`src/rtl/bcd_conv_scheduler.sv`:
```
`default_nettype none
// ============================================================================
// Module : bcd_conv_scheduler
// Round-robin arbiter sharing one binary-to-BCD converter among N_REQ sources.
// Rev    : 1.0
// ============================================================================
module bcd_conv_scheduler #(
    parameter int N_REQ   = 2,
    parameter int TIMEOUT = 64,
    parameter int MAX_VAL = 9999
) (
    input  logic                 clk,
    input  logic                 rst,
    input  logic [N_REQ-1:0]     req_valid,
    input  logic [16*N_REQ-1:0]  req_num,
    output logic [N_REQ-1:0]     req_ready,
    output logic                 resp_valid,
    input  logic                 resp_ready,
    output logic [1:0]           resp_id,
    output logic [3:0]           resp_millares,
    output logic [3:0]           resp_centenas,
    output logic [3:0]           resp_decenas,
    output logic [3:0]           resp_unidades,
    output logic                 resp_ovf,
    output logic                 resp_err,
    output logic [15:0]          bcd_numero,
    input  logic                 bcd_listo,
    input  logic [3:0]           bcd_millares_i,
    input  logic [3:0]           bcd_centenas_i,
    input  logic [3:0]           bcd_decenas_i,
    input  logic [3:0]           bcd_unidades_i
);

    localparam int                 c_cnt_w    = (TIMEOUT > 1) ? $clog2(TIMEOUT) : 1;
    localparam logic [c_cnt_w-1:0] c_cnt_last = c_cnt_w'(TIMEOUT - 1);
    localparam logic [15:0]        c_max_val  = 16'(MAX_VAL);
    localparam logic [1:0]         c_last_req = 2'(N_REQ - 1);

    typedef enum logic [1:0] {
        S_IDLE         = 2'd0,
        S_WAIT_DISCARD = 2'd1,
        S_WAIT_CAPTURE = 2'd2,
        S_RESP         = 2'd3
    } state_t;

    state_t              r_state;
    state_t              w_state_nxt;
    logic [1:0]          r_rr;
    logic [1:0]          r_id;
    logic                r_ovf;
    logic [c_cnt_w-1:0]  r_cnt;
    logic [1:0]          w_gnt;
    logic [1:0]          w_gnt_inc;
    logic [2:0]          w_idx;
    logic                w_found;
    logic [3:0]          w_valid4;
    logic [3:0]          w_onehot;
    logic [63:0]         w_num64;
    logic [15:0]         w_sel_num;
    logic                w_clamp;
    logic                w_accept;
    logic                w_discard;
    logic                w_capture;
    logic                w_timeout;
    logic                w_waiting;

    // First valid requester at or after the round-robin pointer, with wrap.
    always_comb begin
        w_valid4 = 4'(req_valid);
        w_found  = 1'b0;
        w_gnt    = 2'd0;
        w_idx    = 3'd0;
        for (int i = 0; i < N_REQ; i++) begin
            w_idx = 3'(r_rr) + 3'(i);
            if (w_idx >= 3'(N_REQ)) begin
                w_idx = w_idx - 3'(N_REQ);
            end
            if (!w_found && w_valid4[w_idx[1:0]]) begin
                w_found = 1'b1;
                w_gnt   = w_idx[1:0];
            end
        end
    end

    assign w_num64   = 64'(req_num);
    assign w_sel_num = w_num64[{w_gnt, 4'b0000} +: 16];
    assign w_clamp   = (w_sel_num > c_max_val);
    assign w_onehot  = 4'b0001 << w_gnt;
    assign w_gnt_inc = (w_gnt == c_last_req) ? 2'd0 : w_gnt + 2'd1;
    assign w_waiting = (r_state == S_WAIT_DISCARD) || (r_state == S_WAIT_CAPTURE);

    always_ff @(posedge clk) begin
        if (rst) begin
            r_state <= S_IDLE;
        end else begin
            r_state <= w_state_nxt;
        end
    end

    always_comb begin
        w_state_nxt = r_state;
        req_ready   = '0;
        w_accept    = 1'b0;
        w_discard   = 1'b0;
        w_capture   = 1'b0;
        w_timeout   = 1'b0;
        case (r_state)
            S_IDLE: begin
                if (w_found && !rst) begin
                    req_ready   = N_REQ'(w_onehot);
                    w_accept    = 1'b1;
                    w_state_nxt = S_WAIT_DISCARD;
                end
            end
            S_WAIT_DISCARD: begin
                // This pulse closes a conversion sampled before the new value.
                if (bcd_listo) begin
                    w_discard   = 1'b1;
                    w_state_nxt = S_WAIT_CAPTURE;
                end else if (r_cnt == c_cnt_last) begin
                    w_timeout   = 1'b1;
                    w_state_nxt = S_RESP;
                end
            end
            S_WAIT_CAPTURE: begin
                if (bcd_listo) begin
                    w_capture   = 1'b1;
                    w_state_nxt = S_RESP;
                end else if (r_cnt == c_cnt_last) begin
                    w_timeout   = 1'b1;
                    w_state_nxt = S_RESP;
                end
            end
            S_RESP: begin
                if (resp_ready) begin
                    w_state_nxt = S_IDLE;
                end
            end
            default: begin
                w_state_nxt = S_IDLE;
            end
        endcase
    end

    assign resp_valid = (r_state == S_RESP);

    always_ff @(posedge clk) begin
        if (rst) begin
            r_rr          <= 2'd0;
            r_id          <= 2'd0;
            r_ovf         <= 1'b0;
            r_cnt         <= '0;
            bcd_numero    <= 16'd0;
            resp_id       <= 2'd0;
            resp_millares <= 4'd0;
            resp_centenas <= 4'd0;
            resp_decenas  <= 4'd0;
            resp_unidades <= 4'd0;
            resp_ovf      <= 1'b0;
            resp_err      <= 1'b0;
        end else begin
            if (w_accept) begin
                r_id       <= w_gnt;
                r_ovf      <= w_clamp;
                r_rr       <= w_gnt_inc;
                bcd_numero <= w_clamp ? c_max_val : w_sel_num;
            end

            if (w_accept || w_discard) begin
                r_cnt <= '0;
            end else if (w_waiting) begin
                r_cnt <= r_cnt + 1'b1;
            end

            if (w_capture) begin
                resp_id       <= r_id;
                resp_ovf      <= r_ovf;
                resp_err      <= 1'b0;
                resp_millares <= bcd_millares_i;
                resp_centenas <= bcd_centenas_i;
                resp_decenas  <= bcd_decenas_i;
                resp_unidades <= bcd_unidades_i;
            end else if (w_timeout) begin
                resp_id       <= r_id;
                resp_ovf      <= r_ovf;
                resp_err      <= 1'b1;
                resp_millares <= 4'd0;
                resp_centenas <= 4'd0;
                resp_decenas  <= 4'd0;
                resp_unidades <= 4'd0;
            end
        end
    end

endmodule
`default_nettype wire

```
`config.mk`:
```
export PLATFORM = sky130hd
export DESIGN_NAME = bcd_conv_scheduler
export DESIGN_NICKNAME = d
export VERILOG_FILES = /design/src/rtl/bcd_conv_scheduler.sv
export SDC_FILE = /design/constraint.sdc
export NUM_CORES = 1
export LEC_CHECK = 0
export CAP_MARGIN = 5
export CORE_ASPECT_RATIO = 1.5
export CORE_UTILIZATION = 43
export CTS_BUF_LIST = sky130_fd_sc_hd__clkbuf_8
export DETAILED_ROUTE_END_ITERATION = 8
export PLACE_DENSITY = 0.89
export SLEW_MARGIN = 20
export SYNTH_ARGS = -nofsm -noshare
export SYNTH_HDL_FRONTEND = slang
export SYNTH_SLANG_ARGS = --single-unit
```
`constraint.sdc`:
```
create_clock -name clk -period 2.4 [get_ports clk]
set_input_delay 0.36 -clock clk [delete_from_list [all_inputs] [get_ports clk]]
set_output_delay 0.36 -clock clk [all_outputs]
set_load 0.03 [all_outputs]
```
==> impl_metrics.sql, run 1 <==
INSERT INTO impl_metrics (metric_group, metric, value, unit) VALUES
('timing', 'worst_pin_slew', '722', 'ps'),
('timing', 'timing.clock.skew', '7.32', 'ps'),
('yosys', 'synthDistinctLibCells', '35', ''),
('cts', 'cts.sinks', '49', ''),
('worst_setup_path', 'critical-path-top-cell-by-count', 'buf_4', ''),
('grt', 'track_usage', '21.5', '%'),
('cts', 'cts.root.buffer_cell', 'clkbuf_8', ''),
('layout', 'area_growth', '52.4', '%'),
('routing', 'dr.first_iter.drc_count', '62', ''),
('layout', 'finished_core_util', '69.8', '%'),
('layout', 'final_layout_size_suffix_gt1_share', '12.1', '%'),
('yosys', 'synth_area', '2110', 'um2'),
('grt', 'grt.overflow.total', '0', ''),
('worst_setup_path', 'worst_setup_path_endpoint', 'req_ready[0]', ''),
('yosys', 'seq_area_frac_synth', '46.4', '%'),
('cts', 'worstSkewPairLatency', '300', 'ps'),
('routing', 'route.antenna.remaining_nets', '0', ''),
('floorplan', 'core-area', '4620', 'um2'),
('worst_setup_path', 'crit-reg2reg-capture', 'r_cnt[1]', ''),
('worst_setup_path', 'critPathMaxStageDelay', '490', 'ps'),
('cts', 'post_cts_setup_repair_buffer_count', '0', ''),
('worst_setup_path', 'kind_of_cell_adding_the_most_delay_to_the_critical_path', 'buffers and inverters', ''),
('power', 'vdd_drop_max', '0.490', 'mV'),
('grt', 'first_global_vias', '1992', ''),
('floorplan', 'floorplan.rows', '30', ''),
('worst_setup_path', 'critical_path.startpoint_type', 'input port', ''),
('worst_setup_path', 'critPathKind', 'in -> out', ''),
('yosys', 'syn-num-nets', '276', ''),
('worst_setup_path', 'crit_buf_inv', '3', ''),
('placement', 'hpwl', '4170', 'um'),
('routing', 'routed-via-count', '1971', ''),
('worst_setup_path', 'worst_setup_path_end_kind', 'primary output', ''),
('yosys', 'post_synth_top_area_share', '46.4', '%'),
('worst_setup_path', 'cp.required', '2040', 'ps'),
('timing', 'setup_viol_count_final', '0', ''),
('cts', 'worst_setup_hold_path_clk_slew', '90', 'ps'),
('floorplan', 'floorplan.die.width', '59.3', 'um'),
('worst_setup_path', 'regToRegStartpoint', 'r_state[1]', ''),
('worst_setup_path', 'worstPathCellList', 'clkdlybuf4s50_1 -> a21boi_0 -> o21ai_1 -> buf_4 -> nor3_1 -> buf_4', ''),
('status', 'run_status', 'finished, final reports clean', ''),
('floorplan', 'floorplan.die_area', '5210', 'um2'),
('floorplan', 'chipHeight', '87.9', 'um'),
('timing', 'fin_crit', '2160', 'ps'),
('worst_setup_path', 'crit_path_start', 'req_valid[0]', ''),
('yosys', 'post_synth.cell_area_avg', '9.84', 'um2'),
('timing', 'timing.final.max_slew_violations', '0', ''),
('routing', 'drt_pass1_iterations', '4', ''),
('cts', 'cts_made_buffers', '5', ''),
('cts', 'cts_resized', '0', ''),
('yosys', 'yosysWarnings', '0', ''),
('grt', 'antenna_found_initial', '0', ''),
('routing', 'detailed_route_vias_per_instance', '5.23', ''),
('layout', 'diode_count', '0', ''),
('placement', 'routabilityCongestion', '0.846', ''),
('timing', 'finalCritPeriodShare', '90.1', '%'),
('worst_setup_path', 'timing.reg2reg.worst_path_depth', '6', ''),
('yosys', 'syn-instance-count', '215', ''),
('routing', 'drt_drc_violations_left', '0', ''),
('yosys', 'synth_largest_area_cell', 'dfxtp_1', ''),
('cts', 'max-clock-path-buffers', '2', ''),
('grt', 'grt_first_pass_wirelength', '8550', 'um'),
('routing', 'wirelength', '5420', 'um'),
('job', 'max-cap-violations', '0', ''),
('worst_setup_path', 'critical_path_at', '1800', 'ps'),
('power', 'power_per_cell_area', '583', 'nW/um2'),
('worst_setup_path', 'worstSetupPathDepth', '6', ''),
('floorplan', 'start_util', '45.8', '%'),
('grt', 'grt_start_max_net_pins', '28', ''),
('cts', 'tritoncts', 'done', ''),
('power', 'p_leak', '0.00125', 'uW'),
('timing', 'clock.fmax', '462', 'MHz');
logic make-up (layout without fill, tap and decap cells):
kind of cell,count (synthesis),in the layout,synth area share (%)
xor+xnor,5,5,2.07
compound gates,48,48,19.8
flops,49,49,46.4
buf+inv,23,121,4.50
fa+ha+maj,7,7,4.14
mux,18,18,8.94
simple gates,65,65,14.2
synthesized netlist by cell type:
library cell / instances
a22oi_1: 16
a211oi_2: 1
mux2i_1: 11
a211oi_1: 2
nor2b_1: 4
clkbuf_1: 10
xor2_1: 3
nor2_1: 32
a21boi_0: 1
a21oi_1: 3
nor3_1: 7
and2_1: 5
nand2b_1: 1
o31ai_1: 2
o311a_1: 1
a221oi_1: 10
a32oi_2: 1
nand2_1: 8
and2_2: 1
inv_1: 11
a22o_2: 6
a31oi_2: 1
mux2_2: 7
buf_2: 1
buf_6: 1
xnor2_1: 2
nand3_1: 1
a2111oi_4: 1
dfxtp_1: 49
or4_1: 2
nand4_1: 4
a31oi_1: 1
o21ai_1: 1
o21bai_1: 1
ha_1: 7
cell usage in the layout, fill, tap and decap left out, drive strengths merged, types with 2 or more instances in the layout:
master         instances
clkdlybuf4s50         90
dfxtp                 49
nor2                  32
a22oi                 16
buf                   12
inv                   12
mux2i                 11
a221oi                10
nand2                  8
nor3                   7
mux2                   7
ha                     7
a22o                   6
and2                   6
clkbuf                 5
nor2b                  4
nand4                  4
a21oi                  3
xor2                   3
a211oi                 3
or4                    2
xnor2                  2
o31ai                  2
a31oi                  2
state kept, by name, indices dropped and copies added (netlist names), 4 cells and up:
register	flops
resp_centenas	4
bcd_numero	16
r_cnt	6
resp_decenas	4
resp_unidades	4
resp_millares	4
metrics by stage:
| stage | std cells | instance area (um2) | setup WS [ps] | hold WS [ps] | total power, uW |
|---|---|---|---|---|---|
| floorplan | 215 | 2110 | 373 | 424 | 1190 |
| global placement | 369 | 3130 | 55.3 | 445 | 1400 |
| detailed placement | 369 | 3130 | 4.34 | 447 | 1420 |
| CTS | 377 | 3220 | 250 | 467 | 1890 |
| global route | 377 | 3220 | 149 | 488 | 1970 |
| finish | 377 | 3220 | 237 | 461 | 1880 |
area by class of cell:
cell class                      instances  area (um2)  share of cell area [%]
Sequential cell                        49         981                    30.4
Multi-Input combinational cell        143        1040                    32.2
Clock inverter                          3        21.3                   0.660
Clock buffer                            5        68.8                    2.14
Inverter                               11        41.3                    1.28
Tap cell                               64        80.1                    2.49
Timing Repair Buffer                  102         991                    30.8
worst min-delay path by stage:
stage / end / cells after the start
floorplan: r_rr[1] / 1
global placement: r_id[1] / 1
detailed placement: bcd_numero[15] / 1
CTS: bcd_numero[3] / 2
global route: bcd_numero[14] / 1
finish: bcd_numero[3] / 2
worst min-delay path, cell delays in order (launching register included):
cell	delay, ps
dfxtp_1	310
inv_1	40
a221oi_1	60
power breakdown:
part           total, uW  internal, uW  leakage, uW  switching, uW
clock                481           207    0.0000445            274
sequential           889           861     0.000399           28.7
combinational        508           251     0.000804            258
routing by layer:
| layer | vias up | wire, um | GRT usage [%] |
|---|---|---|---|
| met1 | 909 | 2060 | 22.1 |
| met2 | 85 | 2810 | 39.5 |
| met3 | 12 | 432 | 5.61 |
| li1 | 965 | - | - |
| met5 | - | 0 | 0 |
| met4 | 0 | 112 | 9.96 |
Power figures use the tool's default switching activity.
==> inputs of run 2 (changes only) <==
SETUP_SLACK_MARGIN = 0.1   (was default)
==> results of run 2 <==
Same layout as run 1: the final DEF is identical, and so are final timing and power.
==> inputs of run 3 (changes only) <==
CORE_UTILIZATION = 58   (was 43)
DONT_BUFFER_PORTS = 1   (was default)
PLACE_DENSITY = 0.81   (was 0.89)
REMOVE_ABC_BUFFERS = 1   (was default)
==> run 3 against run 2 <==
Clock skew increased by 2.9 ps. Cell area decreased by 30%. Die area decreased by 25%. Via count decreased by 17%. Power decreased by 8.0%. Utilization decreased by 4.0 points. Highest routed layer unchanged.
==> impl_metrics.sql, run 3 (same netlist as run 1, synthesis figures left out) <==
INSERT INTO impl_metrics (metric_group, metric, value, unit) VALUES
('timing', 'timing.final.max_slew_violations', '0', ''),
('power', 'p_total', '1730', 'uW'),
('placement', 'hpwl', '3400', 'um'),
('layout', 'area_growth', '7.28', '%'),
('timing', 'final_hold_fails', '0', ''),
('timing', 'worst_slew_margin_rel', '44.4', '%'),
('layout', 'mostFrequentLayoutCell', 'dfxtp_1', ''),
('grt', 'grt_first_pass_wirelength', '7170', 'um'),
('layout', 'regMostFlops', 'bcd_numero', ''),
('timing', 'tns', '0', 'ps'),
('power', 'vdd_drop_max', '0.625', 'mV'),
('cts', 'tritoncts', 'done', ''),
('grt', 'grt.overflow.total', '0', ''),
('worst_setup_path', 'critPathKind', 'reg -> out', ''),
('layout', 'finish.net_count', '279', ''),
('cts', 'cts.root.buffer_cell', 'clkbuf_8', ''),
('worst_setup_path', 'worst_setup_path_end_kind', 'primary output', ''),
('worst_setup_path', 'cp.required', '2040', 'ps'),
('routing', 'drt_drc_violations_left', '0', ''),
('cts', 'cts_hold_repair.buffers', '0', ''),
('routing', 'detailed_route_vias_per_instance', '6.23', ''),
('worst_hold_path', 'min_delay_path_depth', '1', ''),
('worst_setup_path', 'worstSetupPathDepth', '5', ''),
('worst_hold_path', 'hold_crit_class', 'in -> reg', ''),
('routing', 'routed-via-count', '1627', ''),
('worst_setup_path', 'crit-reg2reg-capture', 'resp_id[1]', ''),
('job', 'max-cap-violations', '0', ''),
('floorplan', 'start_util', '61.3', '%'),
('worst_setup_path', 'timing.critical_path.slowest_stage_cell', 'o21ai_1', ''),
('cts', 'cts_made_buffers', '5', ''),
('grt', 'grt_start_max_net_pins', '39', ''),
('worst_setup_path', 'reg2reg_setup_slack', '490', 'ps'),
('grt', 'track_usage', '23.8', '%'),
('worst_setup_path', 'timing.reg2reg.worst_path_depth', '7', ''),
('floorplan', 'core-area', '3450', 'um2'),
('cts', 'cts_resized', '0', ''),
('power', 'p_leak', '0.000891', 'uW'),
('layout', 'largest_register_ff_count', '16', ''),
('routing', 'route.antenna.remaining_nets', '0', ''),
('floorplan', 'chipHeight', '76.0', 'um'),
('cts', 'post_cts_setup_repair_buffer_count', '0', ''),
('floorplan', 'top_level_ports', '93', ''),
('worst_setup_path', 'critical_path_at', '1780', 'ps'),
('layout', 'post_layout_nonfiller_instances', '261', ''),
('power', 'power_per_cell_area', '762', 'nW/um2'),
('grt', 'first_global_vias', '1674', ''),
('floorplan', 'floorplan.die.width', '51.3', 'um'),
('layout', 'top_regs', 'bcd_numero x16, r_cnt x6', ''),
('floorplan', 'floorplan.rows', '26', ''),
('placement', 'routabilityCongestion', '0.719', ''),
('worst_setup_path', 'regToRegStartpoint', 'r_state[0]', ''),
('placement', 'dp.cells', '253', ''),
('floorplan', 'floorplan.die_area', '3900', 'um2'),
('timing', 'setup_viol_count_final', '0', ''),
('routing', 'wirelength', '4560', 'um'),
('worst_setup_path', 'crit_path_start', 'r_state[1]', ''),
('grt', 'antenna_found_initial', '0', ''),
('layout', 'final_layout_size_suffix_gt1_share', '15.5', '%'),
('worst_hold_path', 'min_to', 'resp_decenas[2]', ''),
('timing', 'rsz0062_at_grt', 'no', ''),
('cts', 'cts-htree-levels', '2', ''),
('cts', 'worstSkewPairLatency', '300', 'ps'),
('cts', 'worst_setup_hold_path_clk_slew', '100', 'ps'),
('timing', 'timing.clock.skew', '10.3', 'ps'),
('worst_setup_path', 'worstPathCellList', 'inv_1 -> ha_1 -> o21ai_1 -> nor3_1 -> buf_4', ''),
('routing', 'detail_route.wl_per_cell', '17.5', 'um'),
('routing', 'dr.first_iter.drc_count', '31', ''),
('worst_setup_path', 'critPathMaxStageDelay', '450', 'ps'),
('layout', 'diode_count', '0', ''),
('timing', 'clock.fmax', '466', 'MHz'),
('timing', 'fin_crit', '2140', 'ps'),
('worst_setup_path', 'path_max_fanout', '10', ''),
('layout', 'mostFrequentLayoutCells', '49 x dfxtp_1, 32 x nor2_1, 16 x a22oi_1, 11 x inv_1, 11 x mux2i_1', ''),
('placement', 'port-buffer-count', '0', ''),
('cts', 'max-clock-path-buffers', '2', ''),
('worst_setup_path', 'critical_path.startpoint_type', 'flop', ''),
('worst_setup_path', 'crit_buf_inv', '2', ''),
('cts', 'cts.sinks', '49', ''),
('status', 'run_status', 'finished, final reports clean', ''),
('timing', 'finalCritPeriodShare', '89.3', '%'),
('worst_hold_path', 'hold_path.startpoint', 'rst', ''),
('timing', 'worst_pin_slew', '829', 'ps'),
('routing', 'drt_pass1_iterations', '5', ''),
('worst_setup_path', 'kind_of_cell_adding_the_most_delay_to_the_critical_path', 'compound AO/OA/AOI/OAI gates', '');
-- run 3: per-stage QoR --
| stage | hold WS (ps) | instance area (um2) | setup slack (ps) | util [%] |
|---|---|---|---|---|
| 2_1_floorplan | 424 | 2060 | 183 | - |
| 3_3_place_gp | 437 | 2170 | 455 | 63.0 |
| 3_5_place_dp | 438 | 2170 | 390 | 63.0 |
| 4_1_cts | 107 | 2270 | 256 | 65.8 |
| 5_1_grt | 89.6 | 2270 | 115 | 65.8 |
| 6_report | 111 | 2270 | 256 | 65.8 |
-- run 3: cell type report --
| cell class | instances | area [um2] |
|---|---|---|
| Clock buffer | 5 | 68.8 |
| Clock inverter | 3 | 26.3 |
| Fill cell | 280 | 1180 |
| Inverter | 11 | 41.3 |
| Multi-Input combinational cell | 143 | 1040 |
| Sequential cell | 49 | 981 |
| Tap cell | 42 | 52.6 |
| Timing Repair Buffer | 8 | 60.1 |
-- run 3: worst max-delay path by stage --
stage,endpoint,slack (ps)
after floorplan,bcd_numero[0],180
after global placement,bcd_numero[10],450
after detailed placement,bcd_numero[10],390
after CTS,req_ready[0],260
after global routing,req_ready[0],120
final,req_ready[0],260
-- run 3: routing by layer --
metal | global-route usage [%] | wire length (um) | share of wire [%]
met5 | 0 | 0 | 0
met4 | 7.84 | 57 | 1.3
met3 | 6.43 | 351 | 7.7
met2 | 43.6 | 2460 | 54
met1 | 25.1 | 1690 | 37
-- run 3: worst reg2reg max path: cells and delay by family, from the launching register on --
kind                     cells  cell delay, ps
AND/OR/NAND/NOR              2             400
multiplexers                 1             220
adder cells (fa/ha/maj)      1             230
flip-flops                   1             360
AO/OA/AOI/OAI                1             230
buffers and inverters        2             380
-- run 3: where the power goes --
part / switching [uW] / leakage (uW) / internal (uW)
Sequential: 95.1 / 0.000399 / 861
Combinational: 155 / 0.000450 / 120
Clock: 286 / 0.0000423 / 212
Total: 536 / 0.000891 / 1190
